===== src/rtl/io_cycle_sequencer_if.sv =====
// CPU-side I/O request signals and decoder-side results of the I/O cycle sequencer.
// The master drives the Z80 request; the slave (sequencer) drives the decoder and WAIT.
interface io_cycle_sequencer_if;
    logic       iorq_n;
    logic       m1_n;
    logic       rd_n;
    logic       wr_n;
    logic [7:0] addr;
    logic       dec_enable;
    logic [3:0] dec_sel;
    logic       rd_strobe;
    logic       wr_strobe;
    logic       wait_n;
    logic       busy;

    modport master (
        output iorq_n, m1_n, rd_n, wr_n, addr,
        input  dec_enable, dec_sel, rd_strobe, wr_strobe, wait_n, busy
    );

    modport slave (
        input  iorq_n, m1_n, rd_n, wr_n, addr,
        output dec_enable, dec_sel, rd_strobe, wr_strobe, wait_n, busy
    );
endinterface


===== src/rtl/io_cycle_sequencer.sv =====
// Turns a qualified Z80 I/O cycle into a decoder select/enable sequence with setup,
// active and hold windows, holding the CPU in WAIT until the device access completes.
module io_cycle_sequencer #(
    parameter logic [3:0] BASE_NIBBLE = 4'h8,
    parameter int         SETUP_CYC   = 1,
    parameter int         ACTIVE_CYC  = 2,
    parameter int         HOLD_CYC    = 1
) (
    input logic                 clk,
    input logic                 rst_n,
    io_cycle_sequencer_if.slave bus
);

    typedef enum logic [2:0] {
        IDLE,
        SETUP,
        ACTIVE,
        HOLD,
        DONE
    } state_t;

    localparam logic [3:0] SETUP_LD  = 4'(SETUP_CYC - 1);
    localparam logic [3:0] ACTIVE_LD = 4'(ACTIVE_CYC - 1);
    localparam logic [3:0] HOLD_LD   = 4'(HOLD_CYC - 1);

    state_t     state, state_nxt;
    logic [3:0] cnt, cnt_nxt;
    logic       dir_rd, dir_rd_nxt;
    logic [3:0] sel_q, sel_nxt;
    logic       en_q, rds_q, wrs_q, wait_q, busy_q;
    logic       en_nxt, rds_nxt, wrs_nxt, wait_nxt, busy_nxt;
    logic       req;

    // Interrupt acknowledge (M1 with IORQ) and ambiguous direction never qualify.
    assign req = !bus.iorq_n && bus.m1_n && (bus.addr[7:4] == BASE_NIBBLE)
                 && (bus.rd_n ^ bus.wr_n);

    always_comb begin
        state_nxt  = state;
        cnt_nxt    = cnt;
        dir_rd_nxt = dir_rd;
        sel_nxt    = sel_q;
        case (state)
            IDLE: begin
                if (req) begin
                    sel_nxt    = bus.addr[3:0];
                    dir_rd_nxt = !bus.rd_n;
                    if (SETUP_CYC == 0) begin
                        state_nxt = ACTIVE;
                        cnt_nxt   = ACTIVE_LD;
                    end else begin
                        state_nxt = SETUP;
                        cnt_nxt   = SETUP_LD;
                    end
                end
            end
            SETUP, ACTIVE: begin
                // An early IORQ release ends the access but still honours hold time.
                if (bus.iorq_n || (state == ACTIVE && cnt == 4'd0)) begin
                    state_nxt = (HOLD_CYC == 0) ? DONE : HOLD;
                    cnt_nxt   = HOLD_LD;
                end else if (cnt == 4'd0) begin
                    state_nxt = ACTIVE;
                    cnt_nxt   = ACTIVE_LD;
                end else begin
                    cnt_nxt = cnt - 4'd1;
                end
            end
            HOLD: begin
                if (cnt == 4'd0) begin
                    state_nxt = DONE;
                end else begin
                    cnt_nxt = cnt - 4'd1;
                end
            end
            DONE: begin
                if (bus.iorq_n) begin
                    state_nxt = IDLE;
                end
            end
            default: state_nxt = IDLE;
        endcase

        // Outputs are decoded from the next state so they leave the flops glitch-free.
        en_nxt   = (state_nxt == ACTIVE);
        rds_nxt  = en_nxt && dir_rd_nxt;
        wrs_nxt  = en_nxt && !dir_rd_nxt;
        wait_nxt = !((state_nxt == SETUP) || (state_nxt == ACTIVE));
        busy_nxt = (state_nxt != IDLE);
    end

    always_ff @(posedge clk or negedge rst_n) begin
        if (!rst_n) begin
            state  <= IDLE;
            cnt    <= 4'd0;
            dir_rd <= 1'b0;
            sel_q  <= 4'd0;
            en_q   <= 1'b0;
            rds_q  <= 1'b0;
            wrs_q  <= 1'b0;
            wait_q <= 1'b1;
            busy_q <= 1'b0;
        end else begin
            state  <= state_nxt;
            cnt    <= cnt_nxt;
            dir_rd <= dir_rd_nxt;
            sel_q  <= sel_nxt;
            en_q   <= en_nxt;
            rds_q  <= rds_nxt;
            wrs_q  <= wrs_nxt;
            wait_q <= wait_nxt;
            busy_q <= busy_nxt;
        end
    end

    assign bus.dec_enable = en_q;
    assign bus.dec_sel    = sel_q;
    assign bus.rd_strobe  = rds_q;
    assign bus.wr_strobe  = wrs_q;
    assign bus.wait_n     = wait_q;
    assign bus.busy       = busy_q;

endmodule


===== src/flat_wrapper.sv =====
// flat-port wrapper written by rule: the top's interface ports become plain ports
module io_cycle_sequencer_flat 
#(
    parameter logic [3:0] BASE_NIBBLE = 4'h8,
    parameter int         SETUP_CYC   = 1,
    parameter int         ACTIVE_CYC  = 2,
    parameter int         HOLD_CYC    = 1
)
  (clk, rst_n, bus_iorq_n, bus_m1_n, bus_rd_n, bus_wr_n, bus_addr, bus_dec_enable, bus_dec_sel, bus_rd_strobe, bus_wr_strobe, bus_wait_n, bus_busy);
  io_cycle_sequencer_if bus_i ();
  input logic clk;
  input logic rst_n;
  input wire logic [$bits(bus_i.iorq_n)-1:0] bus_iorq_n;
  input wire logic [$bits(bus_i.m1_n)-1:0] bus_m1_n;
  input wire logic [$bits(bus_i.rd_n)-1:0] bus_rd_n;
  input wire logic [$bits(bus_i.wr_n)-1:0] bus_wr_n;
  input wire logic [$bits(bus_i.addr)-1:0] bus_addr;
  output wire logic [$bits(bus_i.dec_enable)-1:0] bus_dec_enable;
  output wire logic [$bits(bus_i.dec_sel)-1:0] bus_dec_sel;
  output wire logic [$bits(bus_i.rd_strobe)-1:0] bus_rd_strobe;
  output wire logic [$bits(bus_i.wr_strobe)-1:0] bus_wr_strobe;
  output wire logic [$bits(bus_i.wait_n)-1:0] bus_wait_n;
  output wire logic [$bits(bus_i.busy)-1:0] bus_busy;
  assign bus_i.iorq_n = bus_iorq_n;
  assign bus_i.m1_n = bus_m1_n;
  assign bus_i.rd_n = bus_rd_n;
  assign bus_i.wr_n = bus_wr_n;
  assign bus_i.addr = bus_addr;
  assign bus_dec_enable = bus_i.dec_enable;
  assign bus_dec_sel = bus_i.dec_sel;
  assign bus_rd_strobe = bus_i.rd_strobe;
  assign bus_wr_strobe = bus_i.wr_strobe;
  assign bus_wait_n = bus_i.wait_n;
  assign bus_busy = bus_i.busy;
  io_cycle_sequencer #(.BASE_NIBBLE(BASE_NIBBLE), .SETUP_CYC(SETUP_CYC), .ACTIVE_CYC(ACTIVE_CYC), .HOLD_CYC(HOLD_CYC)) u_core (.clk(clk), .rst_n(rst_n), .bus(bus_i));
endmodule

===== config.mk =====
export PLATFORM = sky130hd
export DESIGN_NAME = io_cycle_sequencer_flat
export DESIGN_NICKNAME = d
export VERILOG_FILES = /design/src/rtl/io_cycle_sequencer_if.sv /design/src/rtl/io_cycle_sequencer.sv /design/src/flat_wrapper.sv
export SDC_FILE = /design/constraint.sdc
export NUM_CORES = 1
export LEC_CHECK = 0
export ABC_AREA = 1
export CORE_MARGIN = 4
export CORE_UTILIZATION = 50
export CTS_BUF_LIST = sky130_fd_sc_hd__clkbuf_2
export DETAILED_ROUTE_END_ITERATION = 12
export HOLD_SLACK_MARGIN = 0.06
export PLACE_DENSITY_LB_ADDON = 0.08
export SYNTH_ARGS = -nofsm -noshare
export SYNTH_HDL_FRONTEND = slang
export SYNTH_SLANG_ARGS = --single-unit

===== constraint.sdc =====
create_clock -name clk -period 3.8 [get_ports clk]
set_input_delay 0.76 -clock clk [delete_from_list [all_inputs] [get_ports clk]]
set_output_delay 0.76 -clock clk [all_outputs]
set_load 0.01 [all_outputs]

==> Yosys cells after proc, flatten, opt, wreduce, memory -nomap -nowiden <==
Index checks and enable logic that the tools add are counted.
{ "word_totals": {"latch_bits": 0, "elab_cells": 52, "mem_count": 0, "mem_bits_rw": 0, "regBits": 17, "mem_bits_ro": 0} }
{ "op_classes": {"mul": 0, "mux": 13, "addsub": 1, "n_bitwise": 1, "shifts": 0, "n_lt_le_gt_ge": 0, "n_div": 0, "n_reduce_logical": 19, "n_eq_ne": 9} }
{ "ops": {"columns": ["operator", "count"], "rows": [
  ["4-bit two-way mux", 4],
  ["3-bit two-way mux", 5],
  ["3-bit case mux with 4 select lines", 1],
  ["4-bit case mux with 3 select lines", 1],
  ["3-bit by 2-bit equality test with 1-bit output (second input constant)", 3],
  ["3-bit by 1-bit equality test with 1-bit output (second input constant)", 2],
  ["1-bit logical AND", 6],
  ["3-bit nonzero test", 2],
  ["4-bit equality test (second input constant)", 1],
  ["1-bit zero test", 4],
  ["4-bit zero test", 1],
  ["4-bit by 1-bit subtractor with 4-bit output (second input constant)", 1],
  ["3-bit equality test (second input constant)", 1],
  ["3-bit zero test", 1],
  ["3-bit AND reduction", 1],
  ["1-bit logical OR", 2],
  ["1-bit two-way mux", 2],
  ["2-bit by 1-bit inequality test with 1-bit output (second input constant)", 1],
  ["2-bit inequality test (second input constant)", 1],
  ["2-bit AND reduction", 1],
  ["2-bit OR reduction", 1],
  ["1-bit bitwise XOR", 1]
]} }

==> Longest topological paths before layout <==
{ "depth": {"ltp_word": 9, "depth_mapped": 10, "mapped_depth_nobuf": 10} }

==> Worst setup path before layout <==
No wires, ideal clock.
{ "synth_timing": {"path_type": "input -> register", "start": "input port bus_addr[5]", "end": "register u_core.cnt[1]", "slack_ns": 2.198, "path_buffers": 0, "path_stages": 7, "t_arrival_ns": 1.479, "cell_sequence": "or2_1 > nor2_4 > nand2_1 > nand2_1 > nand3_2 > nand2_1 > o21ai_1"} }
{ "synth_via": {"elab_chain_cells": 5} }
{ "synth_lines": {"columns": ["element", "line_no", "source"], "rows": [
  ["start, declared", "flat_wrapper.sv:17", "input wire logic [$bits(bus_i.addr)-1:0] bus_addr;"],
  ["4-bit equality test", "io_cycle_sequencer.sv:35", "assign req = !bus.iorq_n && bus.m1_n && (bus.addr[7:4] == BASE_NIBBLE)"],
  ["1-bit logical AND", "io_cycle_sequencer.sv:35", null],
  ["1-bit logical AND", "io_cycle_sequencer.sv:36", "&& (bus.rd_n ^ bus.wr_n);"],
  ["2-bit by 1-bit inequality test with 1-bit output (no line)", null, null],
  ["3-bit AND reduction (no line)", null, null],
  ["end signal, assigned", "io_cycle_sequencer.sv:105", "cnt <= cnt_nxt;"],
  ["end, declared", "io_cycle_sequencer.sv:27", "logic [3:0] cnt, cnt_nxt;"]
]} }
No other way between the ends.
A chain may end at the register's enable or synchronous reset.

==> Worst setup path after layout <==
{ "layout_timing": {"start": "register u_core.wait_q, in the netlist u_core.bus.wait_n", "end": "output port bus_wait_n"} }
{ "layout_rtl": {"columns": ["element", "line_no", "source"], "rows": [
  ["start, declared", "io_cycle_sequencer.sv:30", "logic en_q, rds_q, wrs_q, wait_q, busy_q;"],
  ["start signal, assigned", "io_cycle_sequencer.sv:111", "wait_q <= wait_nxt;"],
  ["end, declared", "flat_wrapper.sv:22", "output wire logic [$bits(bus_i.wait_n)-1:0] bus_wait_n;"]
]} }
No word-level cell between the ends.

==> results.yml <==
power_and_ir_drop:
  vdd_ir_drop_max_v: 0.000454
  combinational_power_share_pct: 58.3
  int_pwr_mw: 0.491
  power.clock.fraction_pct: 9.1
  seq_power_share_pct: 32.6
  power_per_cell_area_nw_per_um2: 743
  netSwitchingFraction_pct: 46.3
  leakagePower_nw: 0.646
  p_switching_mw: 0.424
finish:
  layout_commonest_cell: "nand2_1"
  final_cell_mix: "nand2_1 (43), clkdlybuf4s50_1 (22), dfrtp_1 (16)"
  final.fill_count: 152
  n_antenna_cell: 0
  postLayoutCoreUtil_pct: 69.8
  final_instance_area_um2: 1230
  fin_nets: 165
  area_growth_syn_to_layout_pct: 28.3
  post_route_cells_drive_above_1_share_pct: 18.2
routing:
  met1Wirelength_um: 790
  maxUsedRoutingLayer: "met4"
  route.met3.wl_um: 71
  drt_iter0_drc: 16
  drc: 0
  vias: 811
  postRouteAntennaNets: 0
  detailroute.wirelength.met2_um: 913
  wire_per_inst_um: 10.4
  drt-vias-per-instance: 4.69
  drt-pass1-iter-count: 4
  routed_wirelength_um: 1800
worst_setup_path:
  worst_ep_required_ns: 3.04
  slowest_stage: "dfstp_2"
  critical_path_peak_fanout: 1
  crit_type: "flop to output port"
  cp.buffers_inverters: 1
  critPathCaptureType: "output port"
  timing.critical_path.slowest_cell_delay_ns: 0.56
  cp_top_family: "flip-flops"
  crit_chain: "clkdlybuf4s50_1"
  worstSetupStartpointType: "flop"
  worst_path_arrival_ns: 1.39
synthesis:
  syn_avg_cell_area_um2: 7.87
  netlist_instances: 122
  synth.yosys.warnings: 0
  cell_taking_the_most_area_after_synthesis: "dfrtp_1"
  syn_nets: 138
  synth.ff_latch_count: 17
  synth.yosys.seq_area_share_pct: 44.5
  yosys.area.top_type_share_pct: 41.7
  yosys-top-cells-area: "dfrtp_1 (42%), nand2_1 (17%), nor2_4 (5.9%), inv_1 (5.5%), nand2_2 (4.6%)"
  ys_types: 20
  synth.cell_area_um2: 960
floorplanning:
  die_area_um2: 2680
  initial_core_util_pct: 54.4
  floorplan.io_pins: 23
  die_width_um: 51.8
  floorplan.rows: 15
  chipHeight_um: 51.8
  core_um2: 1760
timing:
  final-max-slew-violation-count: 0
  fin_skew_ns: 0.00847
  post-route-worst-setup-slack_ns: 1.65
  timing.final.crit_period_ns: 2.15
  setup_repair_after_global_routing_missed_its_margin: "false"
  final-setup-viol-count: 0
  fmaxAchievable_mhz: 466
  finalSetupTns_ns: 0
  min_period_over_period_pct: 56.5
  max-slew-margin-rel_pct: 50.3
  worst_slew_pin_slew_ns: 0.743
  holdWs_ns: 0.504
  finalHoldViolCount: 0
placed_design:
  minimum_setup_slack_after_placement_ns: 1.63
  place.detailed.hpwl_um: 1480
  placer_congestion: 0.785
  placement.io_buffers: 22
  detailed_place.area_um2: 1210
clock_network:
  clk_root_buffer_cell: "clkbuf_2"
  clock_latency_ns: 0.30
  cts_hold_buffers: 0
  cts_post_setup_buffers_inserted: 0
  cts.htree.levels: 1
  clk_pin_slew_worst_paths_ns: 0.17
  cts.path.max_buffers: 2
  cts_tree: "built"
  cts-buffers-inserted: 3
  numClockSinks: 17
  cts_repair_resize_count: 0
global_route:
  wire_length_of_the_first_global_routing_pass_um: 3190
  gr-total-overflow: 0
  grt_antenna_before_repair: 0
  globalRouteTotalUtil_pct: 16.0
  grt_pass1_vias: 775
  pin_count_of_the_biggest_net_entering_global_routing: 18
min_path:
  hold_class: "flop to flop"
flow_run:
  cap_violations: 0
status:
  status: "finished, final reports clean"
[cell usage after synthesis]
cell type  number
nand3_1         7
inv_1          14
xnor2_1         1
or2_1           1
inv_2           5
o21ai_2         1
o21ai_1         1
o21bai_1        2
ha_1            2
nand2_1        43
nand2_2         7
nor2_1          7
nand3_2         2
o21ai_0         4
nand3_4         1
nor2_4          5
dfstp_2         1
nand4_1         1
nor2_2          1
dfrtp_1        16
[state kept, by name (all words and copies together) (netlist names)]
| signal | cells |
|---|---|
| u_core.bus.busy | 1 |
| u_core.bus.dec_enable | 1 |
| u_core.bus.dec_sel | 4 |
| u_core.dir_rd | 1 |
| u_core.state | 3 |
| u_core.bus.wr_strobe | 1 |
| u_core.bus.rd_strobe | 1 |
| u_core.cnt | 4 |
| u_core.bus.wait_n | 1 |
[tightest hold or removal path, stage by stage, from the launching register on]
cell and delay [ns]:
dfrtp_1 0.38, nand2_1 0.06, nand2_1 0.06
[through the flow]
step / cells / power [mW]
3_3_place_gp: 169 / 0.822
3_5_place_dp: 169 / 0.839
6_report: 173 / 0.915
2_1_floorplan: 122 / 0.690
4_1_cts: 173 / 0.924
5_1_grt: 173 / 1.01
[cell type report]
cell class / count / area [um^2] / share of cell area [%]
clock buffer: 3 / 15.0 / 1.22
multi-input combinational: 86 / 462 / 37.5
tap: 25 / 31.3 / 2.54
inverter: 19 / 71.3 / 5.79
clock inverter: 1 / 5.00 / 0.407
sequential: 17 / 427 / 34.7
timing repair buffer: 22 / 220 / 17.9
[cell families after synthesis]
| group | count (synthesis) | synth area share (%) |
|---|---|---|
| compound gates | 8 | 5.08 |
| xor+xnor | 1 | 0.913 |
| fa+ha+maj | 2 | 2.61 |
| buf+inv | 19 | 7.43 |
| flops | 17 | 44.5 |
| simple gates | 75 | 39.5 |
[path summary, 6_finish.rpt]
kind | start | end | slack (ns) | cells past startpoint
min in group asynchronous | rst_n | u_core.state[2] | 0.86 | 1
setup / recovery | u_core.bus.wait_n | bus_wait_n | 1.65 | 1
max in group asynchronous | rst_n | u_core.cnt[3] | 2.46 | 1
hold / removal | u_core.bus.dec_sel[0] | u_core.bus.dec_sel[0] | 0.50 | 2
hold reg to reg | u_core.bus.dec_sel[0] | u_core.bus.dec_sel[0] | 0.50 | 2
setup reg to reg | u_core.cnt[0] | u_core.bus.wait_n | 2.29 | 10
[power by group through the flow]
stage | sequential [mW] | combinational, mW | clock (mW)
floorplan | 0.308 | 0.382 | 0
global placement | 0.299 | 0.523 | 0
detailed placement | 0.302 | 0.537 | 0
CTS | 0.298 | 0.540 | 0.0860
global route | 0.306 | 0.608 | 0.0969
finish | 0.298 | 0.533 | 0.0835
[per-layer routing]
metal | global-route usage (%) | vias to the layer above
met1 | 19.3 | 369
met2 | 26.9 | 12
met4 | 5.68 | 0
met5 | 0 | -
li1 | - | 426
met3 | 4.58 | 4
No activity file was read; power rests on OpenSTA's default activity.
